--- config.mk ---
export PLATFORM = sky130hd
export DESIGN_NAME = lif_stdp_pair
export DESIGN_NICKNAME = d
export VERILOG_FILES = /design/src/rtl/lif_stdp_pair.sv
export SDC_FILE = /design/constraint.sdc
export NUM_CORES = 1
export LEC_CHECK = 0
export ABC_AREA = 1
export BUFFER_PORTS_ARGS = -buffer_cell sky130_fd_sc_hd__buf_2
export CORE_MARGIN = 1.5
export CORE_UTILIZATION = 45
export CTS_CLUSTER_SIZE = 24
export DETAILED_ROUTE_END_ITERATION = 10
export GPL_ROUTABILITY_DRIVEN = 1
export PLACE_DENSITY = 0.63
export SYNTH_ARGS = -nofsm -noshare
export SYNTH_HDL_FRONTEND = slang
export SYNTH_SLANG_ARGS = --single-unit
export TNS_END_PERCENT = 1
--- constraint.sdc ---
create_clock -name clk -period 4.41 [get_ports clk]
set_input_delay 0.441 -clock clk [delete_from_list [all_inputs] [get_ports clk]]
set_output_delay 0.441 -clock clk [all_outputs]
set_load 0.005 [all_outputs]
--- src/rtl/lif_stdp_pair.sv ---
// rtl/lif_stdp_pair.sv - LIF pre/post neuron pair with a pair-based STDP synapse; STDP_DECAY_EN shrinks steps with spike distance
module lif_stdp_pair #(
  parameter int WIDTH      = 8,
  parameter int W_WIDTH    = 8,
  parameter int THRESH     = 200,
  parameter int LEAK_SHIFT = 3,
  parameter int TMAX       = 15,
  parameter int W_INIT     = 64,
  parameter int A_PLUS     = 4,
  parameter int A_MINUS    = 4
) (
  input  logic               clk,
  input  logic               rst_n,
  input  logic               ena,
  input  logic               learn_en,
  input  logic [WIDTH-1:0]   cur_pre,
  input  logic [WIDTH-1:0]   cur_post,
  output logic               spike_pre,
  output logic               spike_post,
  output logic [WIDTH-1:0]   mem_pre,
  output logic [WIDTH-1:0]   mem_post,
  output logic [W_WIDTH-1:0] weight,
  output logic               w_upd
);

  localparam int TW = $clog2(TMAX + 2);
  localparam int SW = ((WIDTH > W_WIDTH) ? WIDTH : W_WIDTH) + 1;

  localparam logic [WIDTH:0]     MEM_MAX = {1'b0, {WIDTH{1'b1}}};
  localparam logic [WIDTH:0]     THR     = (WIDTH + 1)'(THRESH);
  localparam logic [SW-1:0]      CUR_MAX = SW'(MEM_MAX);
  localparam logic [TW-1:0]      T_IDLE  = TW'(TMAX + 1);
  localparam logic [TW-1:0]      T_WIN   = TW'(TMAX);
  localparam logic [W_WIDTH:0]   W_MAX   = {1'b0, {W_WIDTH{1'b1}}};
  localparam logic [W_WIDTH-1:0] A_P     = W_WIDTH'(A_PLUS);
  localparam logic [W_WIDTH-1:0] A_M     = W_WIDTH'(A_MINUS);

  // One extra bit keeps leak+input overflow visible before the clamp.
  function automatic logic [WIDTH:0] leak_integrate(input logic [WIDTH-1:0] mem,
                                                    input logic [WIDTH-1:0] cur);
    logic [WIDTH:0] sum;
    sum = {1'b0, mem} - {1'b0, mem >> LEAK_SHIFT} + {1'b0, cur};
    return (sum > MEM_MAX) ? MEM_MAX : sum;
  endfunction

  function automatic logic [TW-1:0] timer_next(input logic fire, input logic [TW-1:0] t);
    if (fire) return '0;
    return (t == T_IDLE) ? t : t + TW'(1);
  endfunction

  logic [TW-1:0]      t_pre;
  logic [TW-1:0]      t_post;
  logic [SW-1:0]      post_sum;
  logic [WIDTH-1:0]   post_cur;
  logic [WIDTH:0]     cand_pre;
  logic [WIDTH:0]     cand_post;
  logic               fire_pre;
  logic               fire_post;

  always_comb begin
    post_sum  = SW'(cur_post) + (spike_pre ? SW'(weight) : '0);
    post_cur  = (post_sum > CUR_MAX) ? {WIDTH{1'b1}} : post_sum[WIDTH-1:0];
    cand_pre  = leak_integrate(mem_pre, cur_pre);
    cand_post = leak_integrate(mem_post, post_cur);
    fire_pre  = (cand_pre >= THR);
    fire_post = (cand_post >= THR);
  end

  logic [W_WIDTH-1:0] d_plus;
  logic [W_WIDTH-1:0] d_minus;
  logic [W_WIDTH:0]   w_sum;
  logic [W_WIDTH-1:0] w_next;
  logic               pot;
  logic               dep;

  // Pairing uses the registered spikes and timers, so the update lands one edge later.
  always_comb begin
`ifdef STDP_DECAY_EN
    d_plus  = A_P >> (t_pre >> 2);
    d_minus = A_M >> (t_post >> 2);
`else
    d_plus  = A_P;
    d_minus = A_M;
`endif
    pot    = learn_en && spike_post && !spike_pre && (t_pre != '0) && (t_pre <= T_WIN);
    dep    = learn_en && spike_pre && !spike_post && (t_post != '0) && (t_post <= T_WIN);
    w_sum  = {1'b0, weight} + {1'b0, d_plus};
    w_next = weight;
    if (pot) begin
      w_next = (w_sum > W_MAX) ? {W_WIDTH{1'b1}} : w_sum[W_WIDTH-1:0];
    end else if (dep) begin
      w_next = (weight > d_minus) ? weight - d_minus : '0;
    end
  end

  always_ff @(posedge clk or negedge rst_n) begin
    if (!rst_n) begin
      mem_pre    <= '0;
      mem_post   <= '0;
      spike_pre  <= 1'b0;
      spike_post <= 1'b0;
      t_pre      <= T_IDLE;
      t_post     <= T_IDLE;
      weight     <= W_WIDTH'(W_INIT);
      w_upd      <= 1'b0;
    end else if (ena) begin
      mem_pre    <= fire_pre ? '0 : cand_pre[WIDTH-1:0];
      mem_post   <= fire_post ? '0 : cand_post[WIDTH-1:0];
      spike_pre  <= fire_pre;
      spike_post <= fire_post;
      t_pre      <= timer_next(fire_pre, t_pre);
      t_post     <= timer_next(fire_post, t_post);
      weight     <= w_next;
      w_upd      <= (w_next != weight);
    end
  end

endmodule

==> metrics.md, run 1 <==
| Metric | Value |
|---|---|
| Final Hold Viols | 0 |
| Layout cell share with drive strength beyond 1 | 0.187 |
| Top post-synthesis cells by area | dfrtp_1, ha_1, nand2_1 |
| Reg2reg end | t_post[3] |
| # nets final | between 700 and 800 |
| Critical-path cell list | nand2_1, inv_1, ha_1, fa_1, nand3_1, nand3_1, a31oi_1, inv_1, a21oi_1, fa_1, inv_1, ha_1, a21oi_2, nand2_2, nand2_2, nand2_2, nand2_2, nand2_4, nand3_2, nand3_4, nand2_4, nand2_4, nand2_1, nand2_1 |
| EDFF count, synth | 0 |
| Hold_buf cts | 0 |
| Number of port buffers | 46 |
| CP Max Fanout | 12 |
| CTS Buffer Depth | 2 |
| Delay-heaviest family, CP | adder cells |
| Clock Skew | 0.00812 ns |
| Worst setup path end | t_post[3] |
| Syn Nets | 664 |
| Remaining routing DRC violations | 3 |
| Max incr delay on CP | 0.48 ns |
| Setup violators final | 0 |
| Clk pin slew, worst setup/hold paths | roughly 0.08 ns |
| RSZ-0062 raised after global routing | false |
| Hpwl dp | about 7.4 mm |
| CP Class | flop to flop |
| Grt met3 use | 0.0326 |
| Clk sink count | 37 |
| Minimum clock period | around 4 ns |
| Stages on worst setup path | 24 |
| Critical Path AT | slightly above 4 ns |
| Number of CTS-inserted buffers | 5 |
| CP startpoint | spike_pre |
| Slew Limit Fails | 0 |
| Syn Inst Count | 591 |
| Reg area | 931 µm² |
| Antenna Diode Count | 0 |
| #FFs+latches synth | 37 |
| Multi-input gate area | 2640 µm² |
| First-pass GRT wire length | 16.4 mm |
| Status | finished, violations left |
| Worst Max-Slew Pin Slew | approximately 1.1 ns |
| Starting density of the core | 0.467 |
| Core area | between 8000 and 9000 µm² |
| Synthesis Warnings | 0 |
| Remaining Overflow, GRT | 0 |
| Iteration count of the initial detailed-routing pass | 8 |
| Synthesized area per cell | just under 7 µm² |
| Violated checks | design-rule violations |
| Most common library cell in the layout ignoring fill and taps | nand2_1 |
| Worst skew pair latency | 0.29 ns |
| Achievable frequency | 253 MHz |
| Top cell type by total area after synthesis | dfrtp_1 |
| WL/cell | roughly 12 µm |
| GRT Max-Usage Layer | met2 |
| Min-Delay Path Class | input pin to asynchronous set/reset pin |
| Via density | 5.04 |
| Postcts setup bufs | 0 |
| Reg-to-reg setup timing slack | 0.45 ns |
| Worst path bufs/invs | 3 |
| Initial DRC count | around 180 |
| Vias in the first global route | 3633 |
| Initial antenna violation count | 0 |
| Post-route clock period utilization | 0.898 |
| Die width | 98.6 µm |
| Total length of routed wires | 9.25 mm |
| Top cell type's share of synthesized area | 0.207 |
| Std-Cell Rows | 34 |
| Vias | 3747 |
| Relative max-transition margin | 0.249 |
| Die area | 9720 µm² |
| Largest net degree at the start of global routing | 54 |
| Max cap viols | 0 |
| Async SR Flop Fraction | 1.00 |
| Slowest-stage cell, CP | dfrtp_2 |
| Antenna Nets Post-Route | 0 |
| Most used DFF post-synth | dfrtp_1 |
| Final core utilization | 0.517 |
| Fillers | 884 |
| R2R depth | 24 |
| CTS tree | yes |
| Worst Path Required | between 4 and 5 ns |
| Sequential share of the synthesized area | 0.226 |
| Synthesized cell area | 4110 µm² |
| RR Startpoint | spike_pre |
| Count of cell types in the netlist | 40 |
| I/O Pins | 47 |
| RD Place Congestion | 0.883 |
| Root Buffer | clkbuf_8 |
| Area Overhead vs Synth | 10.8% |
| Total negative slack | 0 ns |
| Crit end category | flop |
| Chip height | 98.6 µm |
| Met1 GRT Util | 0.282 |
| Grt met2 use | 0.334 |
| Htree depth | 2 |
| Gr usage total | 0.205 |
| Most frequent cells in the layout | nand2_1, inv_1, nand3_1 |
| Top cell by count, worst path | nand2_2 |
| Crit path launch type | flop |
==> logic make-up (layout without fill, tap and decap cells) <==
logic type / Yosys count / in the layout / synth area share
flip-flops: 37 / 37 / 0.226
XOR/XNOR: 5 / 5 / 0.0107
AO/OA/AOI/OAI: 72 / 72 / 0.118
adder cells (fa/ha/maj): 53 / 53 / 0.181
AND/OR/NAND/NOR: 283 / 283 / 0.331
buffers and inverters: 141 / 186 / 0.133
==> worst min-delay path by stage <==
stage | startpoint | to
floorplan | rst_n | mem_post[0]
global placement | t_pre[4] | t_pre[4]
detailed placement | t_pre[4] | t_pre[4]
CTS | rst_n | weight[5]
global route | rst_n | weight[5]
finish | rst_n | weight[5]
==> final cells by class <==
type / count / area share
clock inverter: 2 / 0.00824
multi-input combinational: 413 / 0.579
sequential: 37 / 0.204
inverter: 131 / 0.108
tap: 108 / 0.0297
timing repair buffer: 47 / 0.0522
clock buffer: 6 / 0.0181
==> per-layer routing <==
layer | vias to the layer above | routed length [µm]
met2 | 85 | 4250
met1 | 1685 | 4410
met4 | 0 | 140
met3 | 10 | 442
met5 | - | 0
li1 | 1967 | -
==> through the flow <==
| step | hold WS (ns) | setup WS (ns) | cell area [µm²] | std cells |
|---|---|---|---|---|
| finish | 0.247 | 0.450 | 4560 | 744 |
| global placement | 0.461 | 0.522 | 4430 | 736 |
| floorplan | 0.145 | 0.772 | 4110 | 591 |
| detailed placement | 0.485 | 0.380 | 4430 | 736 |
| global route | 0.335 | 0.0242 | 4560 | 744 |
| CTS | 0.294 | 0.368 | 4550 | 744 |
==> worst reg2reg max path: cells and delay by family, from the launching register on <==
kind | cells | cell delay (ns)
and+or+nand+nor | 14 | 1.25
buffers and inverters | 3 | 0.28
DFF | 1 | 0.48
AOI/OAI and AO/OA | 3 | 0.53
adders and majority gates | 4 | 1.31
==> registers in the layout, summed over array words and instances, names as in the netlist <==
register / cells
spike_pre: 1
mem_post: 8
w_upd: 1
spike_post: 1
weight: 8
mem_pre: 8
t_post: 5
t_pre: 5
==> cells in the mapped netlist, types with 2 or more instances <==
library cell  count
a21oi_1          25
a21oi_2           6
a31oi_1           3
buf_2             3
clkbuf_1          4
dfrtp_1          34
dfstp_2           3
fa_1             11
ha_1             42
inv_1           126
inv_2             4
nand2_1         135
nand2_2          16
nand2_4           7
nand3_1          48
nand3_2           4
nand3_4           2
nand4_1          21
nand4_2           2
nor2_1           37
nor2_2            2
nor3_1            2
o21a_1            4
o21ai_0          16
o21ai_1           2
o21ai_2           2
o22ai_1           2
o22ai_2           7
or2_1             2
or2_2             5
xor2_1            5
==> timing repair <==
action                     CTS  global route
hold endpoints to repair     0             0
resized for setup            0             2
setup endpoints to repair    0             4
Power of run 1 is not shown: default switching activity piles up to over one toggle a cycle in this logic, so the estimate is an artifact.
==> run 2: changes to the inputs <==
--- a/config.mk
+++ b/config.mk
@@ -7,8 +7,8 @@
 export LEC_CHECK = 0
 export ABC_AREA = 1
 export BUFFER_PORTS_ARGS = -buffer_cell sky130_fd_sc_hd__buf_2
-export CORE_MARGIN = 1.5
 export CORE_UTILIZATION = 45
+export CTS_BUF_LIST = sky130_fd_sc_hd__clkbuf_4 sky130_fd_sc_hd__clkbuf_8
 export CTS_CLUSTER_SIZE = 24
 export DETAILED_ROUTE_END_ITERATION = 10
 export GPL_ROUTABILITY_DRIVEN = 1
==> metrics.md, run 2 (synthesized netlist as in run 1, its figures left out) <==
| Metric | Value |
|---|---|
| Number of CTS-inserted buffers | 5 |
| Relative max-transition margin | 0.421 |
| Setup violators final | 0 |
| Remaining routing DRC violations | 0 |
| # nets final | 710 |
| Final core utilization | 0.521 |
| Min-Delay Path Class | input pin to asynchronous set/reset pin |
| Max incr delay on CP | 0.49 ns |
| Area Overhead vs Synth | 11.0% |
| Root Buffer | clkbuf_8 |
| Iteration count of the initial detailed-routing pass | 4 |
| Worst skew pair latency | 0.29 ns |
| Largest regs | mem_post (8), mem_pre (8), weight (8) |
| Critical-path cell list | nand2_1, inv_1, ha_1, fa_1, nand3_1, nand3_1, a31oi_1, inv_1, a21oi_1, fa_1, inv_1, ha_1, a21oi_1, o21a_1, nand2_1, nand2_1, nand3_2, nand3_4, nand2_4, o21a_1 |
| Layout cell share with drive strength beyond 1 | 0.188 |
| Vias in the first global route | 3566 |
| Worst Path Required | about 4.6 ns |
| Crit end category | flop |
| Final Hold Viols | 0 |
| Achievable frequency | 255 MHz |
| Crit path launch type | flop |
| Post-route clock period utilization | 0.891 |
| Max cap viols | 0 |
| Placed Instance Area | between 4000 and 5000 µm² |
| Core area | approximately 9000 µm² |
| Total negative slack | 0 ns |
| Fillers | 897 |
| Remaining Overflow, GRT | 0 |
| Antenna Nets Post-Route | 0 |
| Antenna Diode Count | 0 |
| Slowest-stage cell, CP | dfrtp_2 |
| Number of port buffers | 46 |
| Hpwl dp | 7.46 mm |
| Hold_buf cts | 0 |
| Die area | approximately 9500 µm² |
| Via density | 5.05 |
| Slew Limit Fails | 0 |
| Critical Path AT | 4.11 ns |
| Initial antenna violation count | 0 |
| CP Class | flop to flop |
| RD Place Congestion | ~0.89 |
| Std-Cell Rows | 34 |
| Die width | 97.6 µm |
| Post-route cell area | around 4600 µm² |
| Starting density of the core | 0.469 |
| Most frequent cells in the layout | nand2_1, inv_1, nand3_1 |
| Clock Skew | 0.0111 ns |
| Worst Max-Slew Pin Slew | 0.868 ns |
| CTS Buffer Depth | 2 |
| First-pass GRT wire length | 16.1 mm |
| Vias | 3764 |
| WL/cell | 12.4 µm |
| Htree depth | 2 |
| Largest net degree at the start of global routing | 38 |
| CTS tree | yes |
| I/O Pins | 47 |
| Most common library cell in the layout ignoring fill and taps | nand2_1 |
| Status | completed |
| Total length of routed wires | 9.24 mm |
| Gr usage total | 0.202 |
| Clk sink count | 37 |
| Minimum clock period | 3.93 ns |
| Chip height | approximately 100 µm |
| CP Max Fanout | 12 |
| Clk pin slew, worst setup/hold paths | 0.09 ns |
| RSZ-0062 raised after global routing | false |
| Initial DRC count | between 150 and 200 |
run 2: cell count changes in the layout (fill, tap and decap cells not counted), sizes merged:
cell	previous run	this run
buf	47	49
clkbuf	6	5
clkinv	1	2
run 2: cell type report:
class                   count  area [µm²]  share of cell area
clock buffers               5        68.8              0.0151
inverters                 131         493               0.108
well taps                 108         135              0.0296
flip-flops and latches     37         931               0.204
multi-input cells         413        2640               0.578
clock inverters             3        46.3              0.0101
repair buffers             49         253              0.0554
run 2: worst paths after layout:
check                          start    endpoint  slack (ns)  cells past startpoint
setup / recovery           spike_pre  spike_post        0.48                     20
hold / removal                 rst_n   weight[5]        0.25                      1
setup reg to reg           spike_pre  spike_post        0.48                     20
hold reg to reg             t_pre[4]    t_pre[4]        0.48                      2
max in group asynchronous      rst_n   spike_pre        3.56                      1
min in group clk            t_pre[4]    t_pre[4]        0.48                      2
run 2: metrics by stage:
step                hold WS, ns  cells  setup WS (ns)
floorplan                 0.145    591          0.772
global route              0.318    746         0.0361
detailed placement        0.473    738          0.431
CTS                       0.287    746          0.416
global placement          0.466    738          0.590
finish                    0.254    746          0.482
run 2: critical path: cells and delay by family (launching register included):
family	cells	cell delay, ns
fa+ha+maj	4	1.30
compound gates	5	0.91
simple gates	8	0.83
flops	1	0.49
buf+inv	3	0.27
run 2: what timing repair did:
action                                  in CTS  in global routing
buffers inserted                             0                  0
endpoints found under the setup margin       0                  3
resized for setup                            0                  1
run 2: metal layers:
metal,share of wire,GRT usage
met5,0,0
met4,0.015,0.0622
met3,0.034,0.0252
met2,0.46,0.336
met1,0.49,0.273
Power of run 2 is left out for the same reason.
